## config.mk

```make
export PLATFORM = sky130hd
export DESIGN_NAME = sort_pru_rd
export DESIGN_NICKNAME = d
export VERILOG_FILES = /design/src/rtl/sort_pru_rd.sv
export SDC_FILE = /design/constraint.sdc
export NUM_CORES = 1
export LEC_CHECK = 0
export BUFFER_PORTS_ARGS = -buffer_cell sky130_fd_sc_hd__buf_4
export CORE_AREA = 4 4 87 89
export CTS_CLUSTER_SIZE = 10
export DETAILED_ROUTE_END_ITERATION = 10
export DIE_AREA = 0 0 91 93
export GPL_ROUTABILITY_DRIVEN = 0
export GPL_TIMING_DRIVEN = 0
export SETUP_SLACK_MARGIN = 0.4
export SYNTH_ARGS = -nofsm -noshare
export SYNTH_HDL_FRONTEND = slang
export SYNTH_SLANG_ARGS = --single-unit
```

## constraint.sdc

```tcl
create_clock -name clk -period 2.5 [get_ports clk]
set_input_delay 0 -clock clk [delete_from_list [all_inputs] [get_ports clk]]
set_output_delay 0 -clock clk [all_outputs]
set_load 0.01 [all_outputs]
```

## src/rtl/sort_pru_rd.sv

```systemverilog
// rtl/sort_pru_rd.sv - counting-sort read side: scans a count bank and emits each address count times (SORT_PRU_CLR_EN enables clear-on-read)
module sort_pru_rd #(
    parameter int DATA_WIDTH = 8,
    parameter int CNT_WIDTH  = 16
) (
    input  logic                  clk,
    input  logic                  rst,
    input  logic                  ctrl2pru_start_vld_i,
    input  logic                  ctrl_rd_sel_i,
    output logic                  pru2ctrl_rd_done_vld_o,
    output logic                  pru_busy_o,
    output logic                  pru2mem_rd_en_o,
    output logic                  pru2mem_rd_bank_o,
    output logic [DATA_WIDTH-1:0] pru2mem_rd_addr_o,
    input  logic [CNT_WIDTH-1:0]  mem2pru_rd_data_i,
    output logic                  pru2mem_clr_en_o,
    output logic                  pru2mem_clr_bank_o,
    output logic [DATA_WIDTH-1:0] pru2mem_clr_addr_o,
    output logic                  pru_out_vld_o,
    output logic [DATA_WIDTH-1:0] pru_out_data_o,
    input  logic                  pru_out_rdy_i
);

    typedef enum logic [2:0] {
        IDLE,
        RD,
        WAIT,
        EMIT,
        DONE
    } state_t;

    localparam logic [DATA_WIDTH-1:0] ADDR_TOP = '1;
    localparam logic [DATA_WIDTH-1:0] ADDR_ONE = {{(DATA_WIDTH-1){1'b0}}, 1'b1};
    localparam logic [CNT_WIDTH-1:0]  CNT_ONE  = {{(CNT_WIDTH-1){1'b0}}, 1'b1};

    state_t                state, state_nxt;
    logic [DATA_WIDTH-1:0] addr, addr_nxt;
    logic [CNT_WIDTH-1:0]  cnt, cnt_nxt;
    logic                  bank, bank_nxt;
    logic                  accept;
    logic                  at_top;

    assign accept = (state == EMIT) && pru_out_rdy_i;
    assign at_top = (addr == ADDR_TOP);

    always_ff @(posedge clk or negedge rst) begin
        if (!rst) begin
            state <= IDLE;
            addr  <= '0;
            cnt   <= '0;
            bank  <= 1'b0;
        end else begin
            state <= state_nxt;
            addr  <= addr_nxt;
            cnt   <= cnt_nxt;
            bank  <= bank_nxt;
        end
    end

    always_comb begin
        state_nxt = state;
        addr_nxt  = addr;
        cnt_nxt   = cnt;
        bank_nxt  = bank;
        case (state)
            IDLE: begin
                if (ctrl2pru_start_vld_i) begin
                    bank_nxt  = ctrl_rd_sel_i;
                    addr_nxt  = '0;
                    state_nxt = RD;
                end
            end
            RD: begin
                state_nxt = WAIT;
            end
            WAIT: begin
                cnt_nxt = mem2pru_rd_data_i;
                if (mem2pru_rd_data_i != '0) begin
                    state_nxt = EMIT;
                end else if (at_top) begin
                    state_nxt = DONE;
                end else begin
                    addr_nxt  = addr + ADDR_ONE;
                    state_nxt = RD;
                end
            end
            EMIT: begin
                if (accept) begin
                    cnt_nxt = cnt - CNT_ONE;
                    // The last beat of a run moves straight on, so vld drops the next cycle.
                    if (cnt == CNT_ONE) begin
                        if (at_top) begin
                            state_nxt = DONE;
                        end else begin
                            addr_nxt  = addr + ADDR_ONE;
                            state_nxt = RD;
                        end
                    end
                end
            end
            DONE: begin
                state_nxt = IDLE;
            end
            default: begin
                state_nxt = IDLE;
            end
        endcase
    end

    // Outputs decode straight from the state register so reset clears them at once.
    assign pru_busy_o             = (state != IDLE);
    assign pru2ctrl_rd_done_vld_o = (state == DONE);
    assign pru2mem_rd_en_o        = (state == RD);
    assign pru2mem_rd_bank_o      = (state == RD) && bank;
    assign pru2mem_rd_addr_o      = (state == RD) ? addr : '0;
    assign pru_out_vld_o          = (state == EMIT);
    assign pru_out_data_o         = (state == EMIT) ? addr : '0;

`ifdef SORT_PRU_CLR_EN
    assign pru2mem_clr_en_o   = (state == WAIT);
    assign pru2mem_clr_bank_o = (state == WAIT) && bank;
    assign pru2mem_clr_addr_o = (state == WAIT) ? addr : '0;
`else
    assign pru2mem_clr_en_o   = 1'b0;
    assign pru2mem_clr_bank_o = 1'b0;
    assign pru2mem_clr_addr_o = '0;
`endif

endmodule

```

==> impl_metrics.ini, run 1 <==
[sta]
slew_viol_final = 0
worstMarginPinSlew_ps = 590.9
final-hold-violation-count = 0
final-setup-viol-count = 0
tns_ps = 0
clock_skew_ps = 6.395
max_slew_margin_pct = 60.19
period_share_pct = 83.07
fmax_mhz = 481.5
hold_slack_ps = 9.611
rsz0062_at_grt = true
final.min_clock_period_ps = 2077

[final_layout]
syn_to_final_growth_pct = 33.33
fillers = 678
drive_gt1_share_pct = 31.53
nets = 320
finalInstanceArea_um2 = 2628
n_antenna_cell = 0

[critical_path]
path_cells = ha_2, nor4bb_4, and4_4, o211ai_1, buf_4, or4_1, o21ai_1
critPathKind = flip-flop to flip-flop
r2r_setup_slack_ps = 420
slowest_delay_ps = 450
crit_path_top_delay_cell = dfrtp_1
cp.arrival_ps = 2290
end_kind = flip-flop
worst-path-buf-inv = 1
critPathTopFamily = simple AND/OR/NAND/NOR gates
cp_max_fo = 6
start_kind = flip-flop
crit_required_ps = 2710

[floorplanning]
die_x_um = 91
initial_core_util_pct = 29.17
placementRows = 30
core_um2 = 6756
die_y_um = 93
die_area_um2 = 8463
pin_count = 52

[clock_tree]
cts_buffer_depth = 2
clkTransAtPathRegs_ps = 110
cts_tree = yes
clockRootBuffer = clkbuf_8
cts_buffers = 3
clkLatencyLatePin_ps = 280
ctsHtreeMaxLevel = 1
clkSinkCount = 28

[synth]
synth_commonest_cells = dfrtp_1, a21oi_1, nor2_1
synth_edf_count = 0
synth_cell_types = 54
ys_seq_area_share_pct = 35.56
yosys_warnings = 0
synth.most_common_cell = dfrtp_1
yosys.area.top_type = dfrtp_1
ys_async_sr_fraction_pct = 100.0
yosys-top-cells-area = dfrtp_1, a21oi_1, buf_4, o21ai_0, nor2_1
syn_inst = 232
avgSynthCellArea_um2 = 8.494
syn_area_um2 = 1971
synth_flop_cell = dfrtp_1
yosysTopAreaCellShare_pct = 35.56
synth_seq_cells = 28

[status]
status = finished, final reports clean

[routing]
viasPerCell = 5.251
wl_per_cell_um = 15.20
ant_nets = 0
drt_iter0_drc = 184
drcViolationCount = 0
dr.pass1.iters = 4
num_vias = 1969
wl_mm = 5.700

[placed_design]
dp.final_hpwl_mm = 4.219
dpl_cell_area_um2 = 2412
port_buffers = 41

[grt]
grt_pass1_vias = 1803
grt_use_total_pct = 13.21
grt_pass1_wl_mm = 9.239
antenna_found_initial = 0
grt_max_degree = 29
grt_overflow = 0

[power]
p_total_w = 0.002222
p_leak_nw = 1.133
vdd_drop_max_mv = 0.3736
powerDensity_nw_per_um2 = 845.5

[run]
cap_violations = 0

[hold_path]
worst_hold_path_type = input port to flip-flop
state kept, by name, summed over array words and instances (netlist names):
| name | cells |
|---|---|
| cnt | 16 |
| addr | 8 |
| state | 3 |
| bank | 1 |
routing by layer:
| metal | share of wire, % | GRT usage (%) | vias to the layer above |
|---|---|---|---|
| met5 | 0 | 0 | - |
| met4 | 0.53 | 3.015 | 0 |
| met3 | 4.2 | 1.368 | 4 |
| met2 | 50 | 21.58 | 40 |
| met1 | 46 | 18.84 | 952 |
| li1 | - | - | 973 |
worst reg2reg max path, cell delays in order, from the launching register on:
cell      delay [ps]
dfrtp_1          450
ha_2             230
nor4bb_4         210
and4_4           290
o211ai_1         170
buf_4            190
or4_1            390
o21ai_1           90
final cells by class:
class                      instances  area [um^2]  area share, %
buffer                            20        123.9          4.714
clock buffer                       4        55.05          2.095
inverter                          10        37.54          1.429
multi-input combinational        183         1224          46.57
sequential                        28        704.4          26.81
tap                               80        100.1          3.810
timing repair buffer              50        382.9          14.57
timing repair:
item,4_1_cts,5_1_grt
buffers inserted,1,5
endpoints found under the setup margin,13,10
hold endpoints to repair,30,0
cloned,0,0
hold buffers,3,0
gates resized for setup,4,22
pin swaps,1,6
cell families (layout without fill, tap and decap cells):
kind of cell	count (synthesis)	in the layout	synth area share, %
compound gates	68	68	21.97
fa+ha+maj	3	3	1.905
buf+inv	30	84	8.254
flops	28	28	35.56
mux	7	7	3.619
other cells	1	10	0.1903
simple gates	95	95	28.51
report_power, final:
group	switching, W	internal (W)
sequential	0.000232	0.000608
clock	0.000155	0.000141
combinational	0.000582	0.000503
path summary, 6_finish.rpt:
kind,depth (start not counted),startpoint,end
hold reg to reg,1,bank,bank
max in group asynchronous,2,rst,cnt[7]
hold / removal,3,mem2pru_rd_data_i[3],cnt[3]
setup reg to reg,7,cnt[0],addr[3]
min in group asynchronous,2,rst,bank
setup / recovery,7,cnt[0],addr[3]
through the flow:
stage / setup WS, ps / std cells / utilization [%]
6_report: 423.3 / 375 / 38.89
5_1_grt: 327.6 / 375 / 38.89
4_1_cts: 391.0 / 370 / 37.43
3_5_place_dp: 332.6 / 362 / 35.70
3_3_place_gp: 328.2 / 362 / 35.70
2_1_floorplan: 592.7 / 241 / -
cell usage in the layout, fill, tap and decap left out, drive strengths merged, types with 6 or more instances in the layout:
| cell | synthesis | final |
|---|---|---|
| nor4 | 10 | 10 |
| nand2 | 17 | 17 |
| clkbuf | 8 | 12 |
| conb | 1 | 10 |
| nor3 | 7 | 7 |
| mux2i | 6 | 6 |
| dfrtp | 28 | 28 |
| inv | 9 | 9 |
| o22ai | 7 | 7 |
| o21ai | 17 | 17 |
| and3 | 8 | 8 |
| a21oi | 19 | 19 |
| buf | 11 | 59 |
| and2 | 9 | 9 |
| nor2 | 19 | 19 |
Note: power is estimated with default switching activity, not from simulation.
==> run 2, diff against run 1 <==
Settings changed: ABC_AREA set to 1, CORE_AREA 4 4 87 89 to 4 4 90 92, DIE_AREA 0 0 91 93 to 0 0 94 96.
Clock period 2.5 ns to 1.95 ns, I/O delays scaled along.
==> run 2 against run 1 <==
The flow now finishes with violations (negative hold slack). Routed wire length grew 21%. Design area grew 24%. Clock-buffer cell count is the same. Register-to-register slack lost 30 ps. Global-route usage grew 1.9 points. Sequential share of layout area shrank 5.2 points. Critical path type is now flip-flop to primary output. Critical endpoint is now pru2mem_rd_bank_o. Highest routed layer unchanged.
==> impl_metrics.ini, run 2 <==
[sta]
fmax_mhz = 630.0
tns_ps = 0
rsz0062_at_grt = true
slew_viol_final = 0
layout_setup_ws_ps = 362.7
final-hold-violation-count = 1
final.min_clock_period_ps = 1587
period_share_pct = 81.40
hold_slack_ps = -5.437
clock_skew_ps = 8.979
final-setup-viol-count = 0

[grt]
grt_max_degree = 29
grt_overflow = 0
grt_pass1_vias = 2279
grt_pass1_wl_mm = 10.84
grt_use_total_pct = 15.12
antenna_found_initial = 0

[routing]
wl_met3_um = 319
num_vias = 2420
viasPerCell = 4.618
drt-met1-wl_mm = 3.054
wl_mm = 6.907
dr.pass1.iters = 4
drcViolationCount = 0
wl_per_cell_um = 13.18
met2_length_mm = 3.472
top_layer_used = met4
drt_iter0_drc = 135
ant_nets = 0

[critical_path]
r2r_cells = 7
cp_max_fo = 5
end_kind = primary output
startpoint = state[1]
critPathKind = flip-flop to primary output
path_cells = buf_4, nor3_4, bufinv_8, nor2_2, buf_4
r2r_setup_slack_ps = 390
cp_common_cell = buf_4
path_depth = 5
start_kind = flip-flop
crit_required_ps = 1950
worstReg2RegEnd = cnt[2]
crit_path_top_delay_cell = dfrtp_1
cp.arrival_ps = 1590
regToRegStartpoint = state[2]
critPathTopFamily = buffers and inverters
critPathCapture = pru2mem_rd_bank_o
slowest_delay_ps = 420
worst-path-buf-inv = 3

[clock_tree]
ctsHtreeMaxLevel = 1
cts_tree = yes
clkTransAtPathRegs_ps = 110
clkLatencyLatePin_ps = 300
clockRootBuffer = clkbuf_8
cts_buffers = 3
cts_buffer_depth = 2
clkSinkCount = 28

[synth]
synthAdderAreaFrac_pct = 1.740
synth.most_common_cell = nand2_1
synthMuxAreaShare_pct = 0
yosys_warnings = 0
synth_commonest_cells = nand2_1, nor2_1, inv_1
yosys.area.top_type = dfrtp_1
synth_edf_count = 0
synth-compound-area-share_pct = 13.40
yosys.area_share.xor_xnor_pct = 1.218
yosys.area_share.simple_pct = 37.88
avgSynthCellArea_um2 = 6.344
yosysTopAreaCellShare_pct = 32.48
yosys-top-cells-area = dfrtp_1, nand2_1, nor2_1, inv_1, nand3_1
syn_area_um2 = 2157
synth_flop_cell = dfrtp_1
synth_cell_types = 31
ys_async_sr_fraction_pct = 100.0
ys_seq_area_share_pct = 32.48
syn_inst = 340
synth_seq_cells = 28
synth_top_family_by_area = simple AND/OR/NAND/NOR gates

[final_layout]
final_common_cell = nand2_1
finalNonFillerCells = 524
regMostFlops = cnt
n_antenna_cell = 0
largest_reg_flops = 16
syn_to_final_growth_pct = 51.28
drive_gt1_share_pct = 36.00
nets = 450
final_cell_mix = nand2_1, buf_4, nor2_1
reg_top3 = cnt x16, addr x8, state x3
fillers = 739

[status]
status = finished, violations left
failed_checks = negative hold slack

[floorplanning]
placementRows = 31
core_um2 = 7214
die_area_um2 = 9024
die_y_um = 96
pin_count = 52
die_x_um = 94
initial_core_util_pct = 29.90

[power]
vdd_drop_max_mv = 0.6126
p_leak_nw = 1.516
powerDensity_nw_per_um2 = 1358

[run]
cap_violations = 0

[placed_design]
port_buffers = 41
place_worst_setup_slack_ps = 284.2
place_inst = 489
dp.final_hpwl_mm = 4.723

[hold_path]
hold_depth = 3
worst_hold_path_type = input port to flip-flop
run 2: cell count changes after synthesis, sizes merged, moves of 7 or more:
cell	change
nand2	+67
nor2	+59
inv	+31
nand3	+22
nor4	-10
and2	-8
clkbuf	-8
and3	-7
run 2: power by group:
group          internal [W]  switching (W)  total, W  leakage [nW]
Clock              0.000182       0.000216  0.000398        0.0288
Combinational       0.00122        0.00171   0.00293          1.15
Sequential         0.000822       0.000279   0.00110         0.342
Total               0.00222        0.00221   0.00443          1.52
run 2: cell type report:
cell class / instances / area, um^2 / area share [%]
Buffer: 17 / 143.9 / 4.410
Timing Repair Buffer: 70 / 574.3 / 17.60
Tap cell: 99 / 123.9 / 3.796
Inverter: 41 / 180.2 / 5.521
Clock buffer: 4 / 55.05 / 1.687
Sequential cell: 28 / 705.7 / 21.63
Multi-Input combinational cell: 264 / 1475 / 45.21
Timing Repair inverter: 1 / 5.005 / 0.1534
run 2: cell families after synthesis:
| kind of cell | Yosys count |
|---|---|
| and+or+nand+nor | 199 |
| buffers and inverters | 58 |
| AOI/OAI and AO/OA | 48 |
| DFF | 28 |
| xor gates and xnor gates | 3 |
| adders and majority gates | 3 |
| other | 1 |
run 2: tightest hold or removal path: stages:
cell and delay [ps]:
buf_4 90, o21ai_2 50, o22ai_1 100
run 2: what timing repair did:
item | CTS | global route
buffers inserted | 4 | 15
pin swaps | 14 | 20
gates cloned | 1 | 2
resized for setup | 20 | 80
hold buffers | 9 | 0
setup endpoints to repair | 30 | 43
hold endpoints to repair | 36 | 0
run 2: worst min path at each step:
| stage | startpoint | to | slack (ps) |
|---|---|---|---|
| 2_1_floorplan | rst | addr[0] | -300 |
| 3_3_place_gp | rst | cnt[6] | -50 |
| 3_5_place_dp | rst | cnt[4] | -40 |
| 4_1_cts | mem2pru_rd_data_i[8] | cnt[8] | 6 |
| 5_1_grt | mem2pru_rd_data_i[13] | cnt[13] | 4 |
| 6_report | mem2pru_rd_data_i[13] | cnt[13] | -5 |
run 2: through the flow:
step	util, %	total power [W]	area (um^2)
2_1_floorplan	-	0.002524	2191
3_3_place_gp	36.35	0.003131	2623
3_5_place_dp	36.35	0.003172	2623
4_1_cts	39.87	0.003781	2877
5_1_grt	45.23	0.004810	3263
6_report	45.23	0.004431	3263
run 2: metal layers:
layer  GRT usage, %  up-vias
li1               -     1235
met5              0        -
met4          3.610        0
met3          2.658        5
met1          19.04     1128
met2          26.85       52
==> run 3, diff against run 2 <==
Settings changed: ABC_AREA 1 to 0, CORE_AREA 4 4 90 92 to 4 4 87 89, DIE_AREA 0 0 94 96 to 0 0 91 93.
Clock period 1.95 ns to 1.7 ns, I/O delays scaled along.
==> run 3 against run 2 <==
The run ends with negative setup slack left. Critical path depth is 2 higher. Sequential power increased by 14%. Core utilization increased by 8.1 points. Non-clock buffer count grew 27. Design area up 10%. Clock-buffer cell count did not move. Final cell count shrank 20%. Critical endpoint is now addr[4]. Power is 4.8% higher. Setup slack got worse by 630 ps. Clock power up 14%. Via count decreased by 6.2%.
==> impl_metrics.ini, run 3 (synthesis gave the netlist of run 1 again) <==
[sta]
slew_viol_final = 0
clock_skew_ps = 9.989
final.min_clock_period_ps = 1964
final-hold-violation-count = 0
final-setup-viol-count = 17
fmax_mhz = 509.1
period_share_pct = 115.5
layout_setup_ws_ps = -264.3
tns_ps = -2651
rsz0062_at_grt = true

[routing]
ant_nets = 0
drcViolationCount = 0
wl_per_cell_um = 17.59
dr.pass1.iters = 4
num_vias = 2270
drt_iter0_drc = 187
viasPerCell = 5.405
wl_mm = 7.388

[critical_path]
critPathKind = flip-flop to flip-flop
critPathTopFamily = simple AND/OR/NAND/NOR gates
crit_path_top_delay_cell = dfrtp_2
path_cells = nor4_4, and4_4, buf_6, o21ai_4, or2_1, buf_8, o41ai_2
cp.arrival_ps = 2150
start_kind = flip-flop
cp_max_fo = 5
end_kind = flip-flop
slowest_delay_ps = 460
worst-path-buf-inv = 2
crit_required_ps = 1890

[hold_path]
worst_hold_path_type = input port to flip-flop

[floorplanning]
die_y_um = 93
placementRows = 30
die_x_um = 91
core_um2 = 6756
die_area_um2 = 8463
initial_core_util_pct = 29.17
pin_count = 52

[final_layout]
n_antenna_cell = 0
final_cell_mix = buf_4, buf_6, dfrtp_1
reg_top3 = cnt x16, addr x8, state x3
final_common_cell = buf_4
fillers = 577
drive_gt1_share_pct = 58.53
syn_to_final_growth_pct = 82.73
regMostFlops = cnt
utilization_pct = 53.30
largest_reg_flops = 16
nets = 365
finalNonFillerCells = 420

[grt]
grt_overflow = 0
grt_pass1_wl_mm = 10.36
grt_max_degree = 29
grt_use_total_pct = 14.99
antenna_found_initial = 0
grt_pass1_vias = 2061

[power]
vdd_drop_max_mv = 0.6460
power_frac_comb_pct = 63.4
p_total_w = 0.004644
clockPowerShare_pct = 9.8
p_seq_share_pct = 26.9
switchingPower_w = 0.001971
internal_power_w = 0.002673
swShare_pct = 42.44
powerDensity_nw_per_um2 = 1290
p_leak_nw = 1.563

[clock_tree]
cts_buffer_depth = 2
clkTransAtPathRegs_ps = 110
cts_tree = yes
clockRootBuffer = clkbuf_8
clkSinkCount = 28
cts_buffers = 3
clkLatencyLatePin_ps = 290
ctsHtreeMaxLevel = 1

[run]
cap_violations = 0

[status]
status = finished, violations left
failed_checks = negative setup slack

[placed_design]
place_inst = 362
dp.final_hpwl_mm = 4.287
port_buffers = 41
place_worst_setup_slack_ps = -491.3
[run 3: power groups by stage]
stage / Combinational (W) / Sequential (W) / Clock, W
after floorplan: 0.00107 / 0.00113 / 0
after detailed placement: 0.00150 / 0.00121 / 0
after global routing: 0.00314 / 0.00129 / 0.000478
final: 0.00294 / 0.00125 / 0.000453
after CTS: 0.00217 / 0.00121 / 0.000450
after global placement: 0.00147 / 0.00119 / 0
[run 3: worst paths after layout]
path	startpoint	to	slack [ps]	depth (start not counted)
max	cnt[12]	addr[4]	-260	7
min	mem2pru_rd_data_i[3]	cnt[3]	10	3
max reg2reg	cnt[12]	addr[4]	-260	7
min reg2reg	bank	bank	530	1
max in group asynchronous	rst	cnt[13]	1240	2
min in group asynchronous	rst	cnt[2]	160	2
[run 3: area by class of cell]
class,count,area [um^2],share of cell area [%]
multi-input cells,183,1563,43.40
well taps,80,100.1,2.780
clock buffers,4,55.05,1.529
plain buffers,20,214.0,5.942
inverters,10,52.55,1.459
flip-flops and latches,28,711.9,19.77
repair buffers,94,895.9,24.88
repair inverters,1,8.758,0.2432
[run 3: timing repair]
action,4_1_cts,5_1_grt
setup endpoints to repair,49,49
buffers inserted,30,15
hold endpoints to repair,32,0
pin swaps,26,39
hold buffers,5,0
cloned,0,4
resized for setup,59,107
[run 3: per-layer routing]
layer	track usage [%]	share of wire (%)	vias to the layer above
li1	-	-	1065
met1	20.84	44	1114
met2	23.91	49	79
met3	1.448	4.9	12
met4	6.030	2.0	0
met5	0	0	-
[run 3: per-stage QoR]
stage | hold slack [ps] | cell area (um^2)
after CTS | 12.82 | 3057
after global placement | -44.88 | 2476
after detailed placement | -45.16 | 2476
after global routing | 31.79 | 3601
final | 10.26 | 3601
after floorplan | -295.6 | 2068
[run 3: worst min-delay path, delay by kind of cell]
family                 cells  cell delay (ps)
AOI/OAI and AO/OA          2              170
buffers and inverters      1               90
